[config.mk]
export PLATFORM = sky130hd
export DESIGN_NAME = dmd_frame_timing_gen_flat
export DESIGN_NICKNAME = d
export VERILOG_FILES = /design/src/rtl/dmd_timing_pkg.sv /design/src/rtl/dmd_frame_timing_gen_if.sv /design/src/rtl/dmd_line_counter.sv /design/src/rtl/dmd_frame_timing_gen.sv /design/src/flat_wrapper.sv
export SDC_FILE = /design/constraint.sdc
export NUM_CORES = 1
export LEC_CHECK = 0
export ABC_AREA = 1
export BUFFER_PORTS_ARGS = -buffer_cell sky130_fd_sc_hd__clkbuf_2
export CELL_PAD_IN_SITES_DETAIL_PLACEMENT = 0
export CELL_PAD_IN_SITES_GLOBAL_PLACEMENT = 1
export CORE_ASPECT_RATIO = 0.8
export CORE_MARGIN = 3
export CORE_UTILIZATION = 37
export DETAILED_ROUTE_END_ITERATION = 12
export HOLD_SLACK_MARGIN = 0.15
export PLACE_DENSITY_LB_ADDON = 0.15
export SYNTH_ARGS = -nofsm -noshare
export SYNTH_HDL_FRONTEND = slang
export SYNTH_HIERARCHICAL = 1
export SYNTH_SLANG_ARGS = --single-unit
[constraint.sdc]
create_clock -name clk -period 2.28 [get_ports clk]
set_input_delay 0.342 -clock clk [delete_from_list [all_inputs] [get_ports clk]]
set_output_delay 0.342 -clock clk [all_outputs]
set_load 0.005 [all_outputs]
[src/rtl/dmd_timing_pkg.sv]
// Shared types and default timing for the DMD frame timing generator.
package dmd_timing_pkg;

    localparam int unsigned PIX_W = 24;

    localparam int unsigned DEF_H_ACTIVE = 82;
    localparam int unsigned DEF_H_SYNC   = 4;
    localparam int unsigned DEF_H_BP     = 8;
    localparam int unsigned DEF_H_FP     = 6;
    localparam int unsigned DEF_V_SYNC   = 2;
    localparam int unsigned DEF_V_BP     = 3;
    localparam int unsigned DEF_V_ACTIVE = 1081;
    localparam int unsigned DEF_V_FP     = 2;

    typedef enum logic [2:0] {
        StIdle,
        StVsync,
        StVbp,
        StActive,
        StVfp
    } state_e;

    function automatic int unsigned max2(input int unsigned a, input int unsigned b);
        return (a > b) ? a : b;
    endfunction

    // Bits to hold 0..n-1, never zero-width.
    function automatic int unsigned cnt_width(input int unsigned n);
        return (n > 1) ? $clog2(n) : 1;
    endfunction

endpackage

[src/rtl/dmd_frame_timing_gen_if.sv]
// Frame trigger in, video timing out, between the fetch stage (master) and the generator (slave).
interface dmd_frame_timing_gen_if;
    import dmd_timing_pkg::*;

    logic             frame_trig;
    logic [PIX_W-1:0] left_offset_in;
    logic             frame_busy;
    logic             trig_dropped;
    logic             h_sync;
    logic             v_sync;
    logic             de;
    logic             de_first_offset_line;
    logic [PIX_W-1:0] display_video_left_offset;

    modport master (
        output frame_trig, left_offset_in,
        input  frame_busy, trig_dropped, h_sync, v_sync, de, de_first_offset_line,
        input  display_video_left_offset
    );

    modport slave (
        input  frame_trig, left_offset_in,
        output frame_busy, trig_dropped, h_sync, v_sync, de, de_first_offset_line,
        output display_video_left_offset
    );

endinterface

[src/rtl/dmd_line_counter.sv]
// Pixel/line counters with wrap, line-end strobe and next-value outputs for registered decode.
module dmd_line_counter #(
    parameter int unsigned H_TOTAL = 100,
    parameter int unsigned HW      = 7,
    parameter int unsigned VW      = 11
) (
    input  logic          clk,
    input  logic          rst,
    input  logic          h_run,
    input  logic          h_clear,
    input  logic          v_clear,
    output logic [VW-1:0] v_cnt,
    output logic [HW-1:0] h_nxt,
    output logic [VW-1:0] v_nxt,
    output logic          line_end
);

    localparam logic [HW-1:0] HLast = HW'(H_TOTAL - 1);

    logic [HW-1:0] h_cnt;

    always_comb begin
        line_end = h_run && (h_cnt == HLast);

        h_nxt = h_cnt;
        if (h_clear || line_end) begin
            h_nxt = '0;
        end else if (h_run) begin
            h_nxt = h_cnt + 1'b1;
        end

        v_nxt = v_cnt;
        if (v_clear) begin
            v_nxt = '0;
        end else if (line_end) begin
            v_nxt = v_cnt + 1'b1;
        end
    end

    always_ff @(posedge clk or posedge rst) begin
        if (rst) begin
            h_cnt <= '0;
            v_cnt <= '0;
        end else begin
            h_cnt <= h_nxt;
            v_cnt <= v_nxt;
        end
    end

endmodule

[src/rtl/dmd_frame_timing_gen.sv]
// DMD frame timing generator: one frame of h_sync/v_sync/de per accepted frame_trig.
// DMD_TIMING_IDLE_HSYNC_EN keeps h_cnt and h_sync free-running while idle.
module dmd_frame_timing_gen
    import dmd_timing_pkg::*;
#(
    parameter int unsigned H_ACTIVE = DEF_H_ACTIVE,
    parameter int unsigned H_SYNC   = DEF_H_SYNC,
    parameter int unsigned H_BP     = DEF_H_BP,
    parameter int unsigned H_FP     = DEF_H_FP,
    parameter int unsigned V_SYNC   = DEF_V_SYNC,
    parameter int unsigned V_BP     = DEF_V_BP,
    parameter int unsigned V_ACTIVE = DEF_V_ACTIVE,
    parameter int unsigned V_FP     = DEF_V_FP
) (
    input logic                   clk,
    input logic                   rst,
    dmd_frame_timing_gen_if.slave bus
);

    localparam int unsigned H_TOTAL = H_SYNC + H_BP + H_ACTIVE + H_FP;
    localparam int unsigned V_MAX   = max2(max2(V_SYNC, V_BP), max2(V_ACTIVE, V_FP));
    localparam int unsigned HW      = cnt_width(H_TOTAL);
    localparam int unsigned VW      = cnt_width(V_MAX);

    localparam logic [HW-1:0] HSyncEnd   = HW'(H_SYNC);
    localparam logic [HW-1:0] DeStart    = HW'(H_SYNC + H_BP);
    localparam logic [HW-1:0] DeEnd      = HW'(H_SYNC + H_BP + H_ACTIVE);
    localparam logic [VW-1:0] VSyncLast  = VW'(V_SYNC - 1);
    localparam logic [VW-1:0] VBpLast    = VW'(V_BP - 1);
    localparam logic [VW-1:0] VActLast   = VW'(V_ACTIVE - 1);
    localparam logic [VW-1:0] VFpLast    = VW'(V_FP - 1);

    state_e state_q, state_d;

    logic          h_run, h_clear, v_clear, line_end, accept;
    logic [VW-1:0] v_cnt, v_nxt;
    logic [HW-1:0] h_nxt;

    logic             busy_d, hs_d, vs_d, de_d, fol_d;
    logic             busy_q, hs_q, vs_q, de_q, fol_q, dropped_q;
    logic [PIX_W-1:0] offset_d, offset_q;

    dmd_line_counter #(
        .H_TOTAL (H_TOTAL),
        .HW      (HW),
        .VW      (VW)
    ) u_line_counter (
        .clk      (clk),
        .rst      (rst),
        .h_run    (h_run),
        .h_clear  (h_clear),
        .v_clear  (v_clear),
        .v_cnt    (v_cnt),
        .h_nxt    (h_nxt),
        .v_nxt    (v_nxt),
        .line_end (line_end)
    );

    always_comb begin
        state_d = state_q;
        h_run   = 1'b1;
        h_clear = 1'b0;
        v_clear = 1'b0;
        accept  = 1'b0;
        unique case (state_q)
            StIdle: begin
                v_clear = 1'b1;
`ifdef DMD_TIMING_IDLE_HSYNC_EN
                h_run   = 1'b1;
`else
                h_run   = 1'b0;
                h_clear = 1'b1;
`endif
                if (bus.frame_trig) begin
                    accept  = 1'b1;
                    h_clear = 1'b1;
                    state_d = StVsync;
                end
            end
            StVsync: if (line_end && v_cnt == VSyncLast) begin
                state_d = StVbp;
                v_clear = 1'b1;
            end
            StVbp: if (line_end && v_cnt == VBpLast) begin
                state_d = StActive;
                v_clear = 1'b1;
            end
            StActive: if (line_end && v_cnt == VActLast) begin
                state_d = StVfp;
                v_clear = 1'b1;
            end
            StVfp: if (line_end && v_cnt == VFpLast) begin
                state_d = StIdle;
                v_clear = 1'b1;
            end
            default: state_d = StIdle;
        endcase
    end

    // Decode from next-state values so registered outputs line up with the counters.
    always_comb begin
        busy_d   = (state_d != StIdle);
`ifdef DMD_TIMING_IDLE_HSYNC_EN
        hs_d     = (h_nxt < HSyncEnd);
`else
        hs_d     = busy_d && (h_nxt < HSyncEnd);
`endif
        vs_d     = (state_d == StVsync);
        de_d     = (state_d == StActive) && (h_nxt >= DeStart) && (h_nxt < DeEnd);
        fol_d    = (state_d == StActive) && (v_nxt == '0);
        offset_d = accept ? bus.left_offset_in : offset_q;
    end

    always_ff @(posedge clk or posedge rst) begin
        if (rst) begin
            state_q   <= StIdle;
            busy_q    <= 1'b0;
            hs_q      <= 1'b0;
            vs_q      <= 1'b0;
            de_q      <= 1'b0;
            fol_q     <= 1'b0;
            dropped_q <= 1'b0;
            offset_q  <= '0;
        end else begin
            state_q   <= state_d;
            busy_q    <= busy_d;
            hs_q      <= hs_d;
            vs_q      <= vs_d;
            de_q      <= de_d;
            fol_q     <= fol_d;
            dropped_q <= dropped_q | (bus.frame_trig && state_q != StIdle);
            offset_q  <= offset_d;
        end
    end

    assign bus.frame_busy                = busy_q;
    assign bus.trig_dropped              = dropped_q;
    assign bus.h_sync                    = hs_q;
    assign bus.v_sync                    = vs_q;
    assign bus.de                        = de_q;
    assign bus.de_first_offset_line      = fol_q;
    assign bus.display_video_left_offset = offset_q;

endmodule
[src/flat_wrapper.sv]
// flat-port wrapper written by rule: the top's interface ports become plain ports
module dmd_frame_timing_gen_flat import dmd_timing_pkg::*;
#(
    parameter int unsigned H_ACTIVE = DEF_H_ACTIVE,
    parameter int unsigned H_SYNC   = DEF_H_SYNC,
    parameter int unsigned H_BP     = DEF_H_BP,
    parameter int unsigned H_FP     = DEF_H_FP,
    parameter int unsigned V_SYNC   = DEF_V_SYNC,
    parameter int unsigned V_BP     = DEF_V_BP,
    parameter int unsigned V_ACTIVE = DEF_V_ACTIVE,
    parameter int unsigned V_FP     = DEF_V_FP
)
  (clk, rst, bus_frame_trig, bus_left_offset_in, bus_frame_busy, bus_trig_dropped, bus_h_sync, bus_v_sync, bus_de, bus_de_first_offset_line, bus_display_video_left_offset);
  dmd_frame_timing_gen_if bus_i ();
  input logic clk;
  input logic rst;
  input wire logic [$bits(bus_i.frame_trig)-1:0] bus_frame_trig;
  input wire logic [$bits(bus_i.left_offset_in)-1:0] bus_left_offset_in;
  output wire logic [$bits(bus_i.frame_busy)-1:0] bus_frame_busy;
  output wire logic [$bits(bus_i.trig_dropped)-1:0] bus_trig_dropped;
  output wire logic [$bits(bus_i.h_sync)-1:0] bus_h_sync;
  output wire logic [$bits(bus_i.v_sync)-1:0] bus_v_sync;
  output wire logic [$bits(bus_i.de)-1:0] bus_de;
  output wire logic [$bits(bus_i.de_first_offset_line)-1:0] bus_de_first_offset_line;
  output wire logic [$bits(bus_i.display_video_left_offset)-1:0] bus_display_video_left_offset;
  assign bus_i.frame_trig = bus_frame_trig;
  assign bus_i.left_offset_in = bus_left_offset_in;
  assign bus_frame_busy = bus_i.frame_busy;
  assign bus_trig_dropped = bus_i.trig_dropped;
  assign bus_h_sync = bus_i.h_sync;
  assign bus_v_sync = bus_i.v_sync;
  assign bus_de = bus_i.de;
  assign bus_de_first_offset_line = bus_i.de_first_offset_line;
  assign bus_display_video_left_offset = bus_i.display_video_left_offset;
  dmd_frame_timing_gen #(.H_ACTIVE(H_ACTIVE), .H_SYNC(H_SYNC), .H_BP(H_BP), .H_FP(H_FP), .V_SYNC(V_SYNC), .V_BP(V_BP), .V_ACTIVE(V_ACTIVE), .V_FP(V_FP)) u_core (.clk(clk), .rst(rst), .bus(bus_i));
endmodule
Word level (Yosys, flattened, before mapping)

Index checks and enable logic that the tools add are counted.

Add/subtract/negate cells: 2
Multiply operators: 0
Divide/modulo/power cells: 0
Magnitude comparators: 3
Equal/unequal tests: 10
Shift-type cells: 0
Mux-type cells: 18
Bitwise operators: 1
Reductions and logical operators: 15

Operator list:

| cell                  | count |
|---|---|
| $mux 11               | 2 |
| $mux 3                | 5 |
| $pmux 3 s5            | 1 |
| $mux 7                | 2 |
| $add 11x1->11 const B | 1 |
| $eq 11x1->1 const B   | 1 |
| $eq 11x11->1 const B  | 1 |
| $eq 11x2->1 const B   | 1 |
| $logic_not 11->1      | 1 |
| $eq 3x2->1 const B    | 3 |
| $logic_and 1x1->1     | 9 |
| $add 7x1->7 const B   | 1 |
| $eq 7x7->1 const B    | 1 |
| $ge 7x4->1 const B    | 1 |
| $lt 7x3->1 const B    | 1 |
| $lt 7x7->1 const B    | 1 |
| $mux 1                | 7 |
| $eq 3x1->1 const B    | 2 |
| $reduce_bool 3->1     | 2 |
| $pmux 1 s4            | 1 |
| $eq 3x3->1 const B    | 1 |
| $logic_not 3->1       | 1 |
| $reduce_or 2->1       | 1 |
| $logic_or 1x1->1      | 1 |
| $or 1x1->1            | 1 |

Bits in registers: 51
Latch bits: 0
RAM bits: 0
Bits in read-only memories: 0
Bits of input ports: 27
Word-level logic and storage cells: 59
Memories: 0

Depth between registers and ports, before layout

Depth in word-level cells: 9
Mapped depth: 22
Mapped depth without buffers: 21

Hierarchy

The synthesis kept the hierarchy.

By module, submodules not included:

| module               | instances | cells each | area each (sq um) | sequential area each (sq um) |
|---|---|---|---|---|
| dmd_frame_timing_gen | 1         | 148        | 1605.3            | 825.8 |
| dmd_line_counter     | 1         | 135        | 1051.0            | 450.4 |

Worst setup path before layout

OpenSTA, ideal clock, no wires.

Kind: reg-to-reg
Start: register u_core.state_q[1]
End: register u_core.fol_q (netlist: u_core/bus.de_first_offset_line)
Setup time: 0.072 ns
Arrival: 2.388 ns
Slack: -0.180 ns
Cell stages (with the launch flop): 23
Path buffers: 1
Period minus slack after synthesis: 2.460 ns
Cells stage by stage: dfrtp_1 > inv_2 > nand2_2 > nor2_4 > inv_1 > nand2_2 > inv_2 > nand2_2 > nor2_4 > buf_6 > nand2_1 > nor2_1 > nand2_1 > inv_1 > nand3_1 > nand3_1 > o21a_1 > inv_1 > o21ai_0 > nor2_1 > nor4_1 > nand3_1 > nor2_1

Word-level cells in the longest chain between the ends: 9
Elaborated cells between the ends (all ways): 26
Those cells by class: 5 x eq/ne; 13 x mux; 8 x reduce/logical

RTL lines:

| element                              | line                        | text |
|---|---|---|
| start: declaration                   | dmd_frame_timing_gen.sv:33  | `state_e state_q, state_d;` |
| start signal: assignment             | dmd_frame_timing_gen.sv:116 | `state_q <= StIdle;` |
| start signal: assignment             | dmd_frame_timing_gen.sv:125 | `state_q <= state_d;` |
| $logic_not 3->1 (*)                  | dmd_frame_timing_gen.sv:65  | `unique case (state_q)` |
| $mux 1 (*)                           | dmd_frame_timing_gen.sv:65  |  |
| via u_core.h_run                     | dmd_frame_timing_gen.sv:35  | `logic h_run, h_clear, v_clear, line_end, accept;` |
| $logic_and 1x1->1 (*)                | dmd_line_counter.sv:23      | `line_end = h_run && (h_cnt == HLast);` |
| via u_core.line_end                  | dmd_frame_timing_gen.sv:35  |  |
| $logic_and 1x1->1 (on tied branches) | -                           |  |
| $mux 1 (on tied branches)            | -                           |  |
| $pmux 1 s4 (*)                       | dmd_frame_timing_gen.sv:65  |  |
| via u_core.v_clear                   | dmd_frame_timing_gen.sv:35  |  |
| $mux 11 (*)                          | dmd_line_counter.sv:33      | `if (v_clear) begin` |
| via u_core.v_nxt[1]                  | dmd_frame_timing_gen.sv:36  | `logic [VW-1:0] v_cnt, v_nxt;` |
| $logic_not 11->1 (*)                 | dmd_frame_timing_gen.sv:110 | `fol_d = (state_d == StActive) && (v_nxt == '0);` |
| $logic_and 1x1->1 (*)                | dmd_frame_timing_gen.sv:110 |  |
| via u_core.fol_d                     | dmd_frame_timing_gen.sv:39  | `logic busy_d, hs_d, vs_d, de_d, fol_d;` |
| end signal: assignment               | dmd_frame_timing_gen.sv:130 | `fol_q <= fol_d;` |
| end: declaration                     | dmd_frame_timing_gen.sv:40  | `logic busy_q, hs_q, vs_q, de_q, fol_q, dropped_q;` |

The timed path passes the listed nets; every way through them passes the cells marked *.
A chain may end at the register's enable or synchronous reset.

Worst setup path in the final report

Ends and elaborated chain as after synthesis.

==> results.toml <==
[yosys]
yosys_warnings = 6
synth_cell_type_count = 32
syn_nets = 312
yosysSeqAreaShare_pct = 48.0
synth_seq_cells = 51
synth_cells = 283
synth.area.top_cells = "dfrtp_1 (48%), mux2_4 (11%), nand2_1 (8.3%)"
syn-mean-instance-area_um2 = 9.39
netlist.area_leader.share_pct = 48.0
synth_area_um2 = 2660
yosys.area.top_type = "dfrtp_1"

[worst_setup_path]
crit_path_cell_trace = "inv_2 > nand2_4 > nor2_4 > inv_2 > nand2_2 > inv_2 > nand2_2 > nor2_4 > nand2_1 > nor2_2 > nand2_2 > inv_2 > nand3_2 > nand3_2 > o21a_4 > inv_6 > buf_6 > nand2_1 > a21oi_2 > nor3_2 > nand3_1 > nor2_1"
cp_slowest_cell = "dfrtp_1"
crit_path_end_kind = "register"
worst_ep_required_time_ns = 2.52
r2r_end = "u_core/bus.de_first_offset_line"
cp_top_family = "simple AND/OR/NAND/NOR gates"
path_max_fanout = 7
r2r_setup_slack_ns = -0.01
rr_worst_depth = 22
path_buf_inv = 6
slowest_delay_ns = 0.37
worst_ep_arrival_time_ns = 2.53
r2r-start = "u_core/state_q[1]"
worst_path_most_repeated_cell = "inv_2"
path_class = "reg2reg"
critPathLaunchType = "register"

[global_route]
track_usage_pct = 15.4
grt_antenna_before_repair = 0
grt_max_degree = 34
first_global_vias = 2095
grt_pass1_wl_um = 9980
gr-total-overflow = 0

[timing]
slew_headroom_pct = 49.2
finalCritPeriodShare_pct = 101
tightest_slew_ns = 0.761
tns_ns = -0.0134
timing.hold.ws_ns = 0.260
layout_setup_ws_ns = -0.0134
rsz0062_at_grt = "yes"
post-route-min-period_ns = 2.29
drv_slew = 0
fmax_mhz = 436
skew_ns = 0.00408
setup_violations = 1
finalHoldViolations = 0

[drt]
wl_per_cell_um = 13.3
drc = 0
drt_iter0_markers = 118
via_per_inst = 4.72
wl_um = 6100
via_count = 2161
antenna_left = 0
dr.pass1.iters = 4

[place]
port_buffers = 56
gp_congestion = 0.810
dpl.cell_count = 435
dp_hpwl_um = 4450

[clocking]
cts_root_buf = "clkbuf_8"
cts_buffers = 5
clk_latency_ns = 0.30
clk_pin_slew_ns = 0.10
cts_sinks = 51
cts_max_path_buffers = 2
cts_tree = "yes"
htree_levels = 2

[outcome]
outcome = "finished, violations left"
violations = "setup timing"

[job]
maxCapViolations = 0

[floorplanning]
start_util_pct = 39.8
die_w_um = 101
rows = 26
core-area_um2 = 6670
dieHeight_um = 81.8
io_pins = 57
die-area_um2 = 8240

[layout]
final_cells = 458
synthToLayoutAreaGrowth_pct = 29.9
antenna_cells = 0
nNetsFinal = 402
layout-drive-gt1-share_pct = 45.2
fin_util_pct = 51.7

[worst_hold_path]
hold-path-cell-count = 2
holdPathEnd = "u_core/bus.display_video_left_offset[22]"
min_path_type = "in2reg"
worstHoldStart = "bus_left_offset_in[22]"

[power_and_ir_drop]
finalPower_mw = 1.51
p_leak_nw = 1.87
p_per_area_nw_per_um2 = 438
peakVddDrop_mv = 0.220
==> power by group <==
group | internal [mW] | leakage (nW) | switching [mW]
Sequential | 0.904 | 0.677 | 0.0000000000000000563
Clock | 0.248 | 0.0474 | 0.314
Combinational | 0.0189 | 1.14 | 0.0254
==> layout make-up <==
type	count	area (µm²)
clock inverter	2	16.3
sequential	51	1280
clock buffer	6	82.6
inverter	38	148
timing repair buffer	88	531
multi-input combinational	189	1290
fill	623	3220
tap	84	105
==> worst register-to-register path, stage by stage (launching register included) <==
cell and delay, ns:
dfrtp_1 0.37, inv_2 0.06, nand2_4 0.08, nor2_4 0.04, inv_2 0.06, nand2_2 0.05
inv_2 0.06, nand2_2 0.06, nor2_4 0.11, nand2_1 0.08, nor2_2 0.12, nand2_2 0.07
inv_2 0.06, nand3_2 0.08, nand3_2 0.10, o21a_4 0.16, inv_6 0.06, buf_6 0.11
nand2_1 0.07, a21oi_2 0.05, nor3_2 0.18, nand3_1 0.10, nor2_1 0.12
==> placed cells by master (no fill, tap or decap), types with 6 or more instances in the layout <==
cell type	instances
clkbuf_2	56
nand2_1	55
dfrtp_1	51
inv_1	29
buf_4	29
nor2_1	27
mux2_4	20
nand3_1	18
inv_2	8
nor2_2	8
a21oi_1	7
clkbuf_8	6
==> metrics by stage <==
step           setup slack [ns]  cell area, µm²
2_1_floorplan           -0.0689            2660
3_3_place_gp             0.0145            3120
3_5_place_dp             -0.134            3120
4_1_cts                 -0.0638            3350
5_1_grt                  -0.261            3450
6_report                -0.0134            3450
==> flip-flops by register name, indices dropped and copies added, names as in the netlist <==
signal,count
u_core/bus.de,1
u_core/bus.de_first_offset_line,1
u_core/bus.display_video_left_offset,24
u_core/bus.frame_busy,1
u_core/bus.h_sync,1
u_core/bus.trig_dropped,1
u_core/bus.v_sync,1
u_core/state_q,3
u_core/u_line_counter/h_cnt,7
u_core/u_line_counter/v_cnt,11
==> how the worst max path moves through the flow <==
stage / from / endpoint / cells past startpoint
2_1_floorplan: u_core/state_q[1] / u_core/bus.de_first_offset_line / 22
3_3_place_gp: u_core/state_q[1] / u_core/bus.de_first_offset_line / 21
3_5_place_dp: u_core/state_q[1] / u_core/bus.de_first_offset_line / 21
4_1_cts: u_core/state_q[1] / u_core/bus.de_first_offset_line / 20
5_1_grt: u_core/state_q[1] / u_core/bus.de_first_offset_line / 21
6_report: u_core/state_q[1] / u_core/bus.de_first_offset_line / 22
==> logic make-up (layout without fill, tap and decap cells) <==
family,Yosys count,count (layout),synth area share (%)
AO/OA/AOI/OAI,16,16,3.30
multiplexers,25,25,13.4
AND/OR/NAND/NOR,144,144,26.4
buffers and inverters,43,134,7.25
adder cells (fa/ha/maj),2,2,0.942
flip-flops,51,51,48.0
XOR/XNOR,2,2,0.660
==> synth_stat cells <==
cell      count
nor4_1        2
inv_2         6
nor2_2        2
nor2_4        4
xnor2_1       1
o21ai_0       2
nand3_2       3
buf_6         4
nand3_1      20
ha_1          2
mux2_2        4
nand2_2       3
inv_1        32
nor2_8        1
nor3_1        6
nor2_1       34
nor3_2        4
o211ai_1      1
a21o_1        1
mux2i_1       1
or2_1         1
xor2_1        1
mux2_4       20
and3_1        1
nand3b_1      1
o21a_1        1
dfrtp_1      51
nand2_1      59
buf_2         1
nand2_4       1
a21oi_1      11
nand4_1       2
==> metal layers <==
layer	share of wire (%)	routed length, µm	track usage (%)
met2	48	2950	24.5
met1	47	2890	21.5
met5	0	0	0
met3	3.6	221	3.23
met4	0.67	41	3.63
==> timing repair <==
item | in CTS | in global routing
gates resized for setup | 10 | 24
endpoints found under the hold margin | 33 | 0
pin swaps | 11 | 14
setup buffers | 12 | 2
setup endpoints to repair | 2 | 6
hold buffers | 1 | 0
Note: power is estimated with default switching activity, not from simulation.
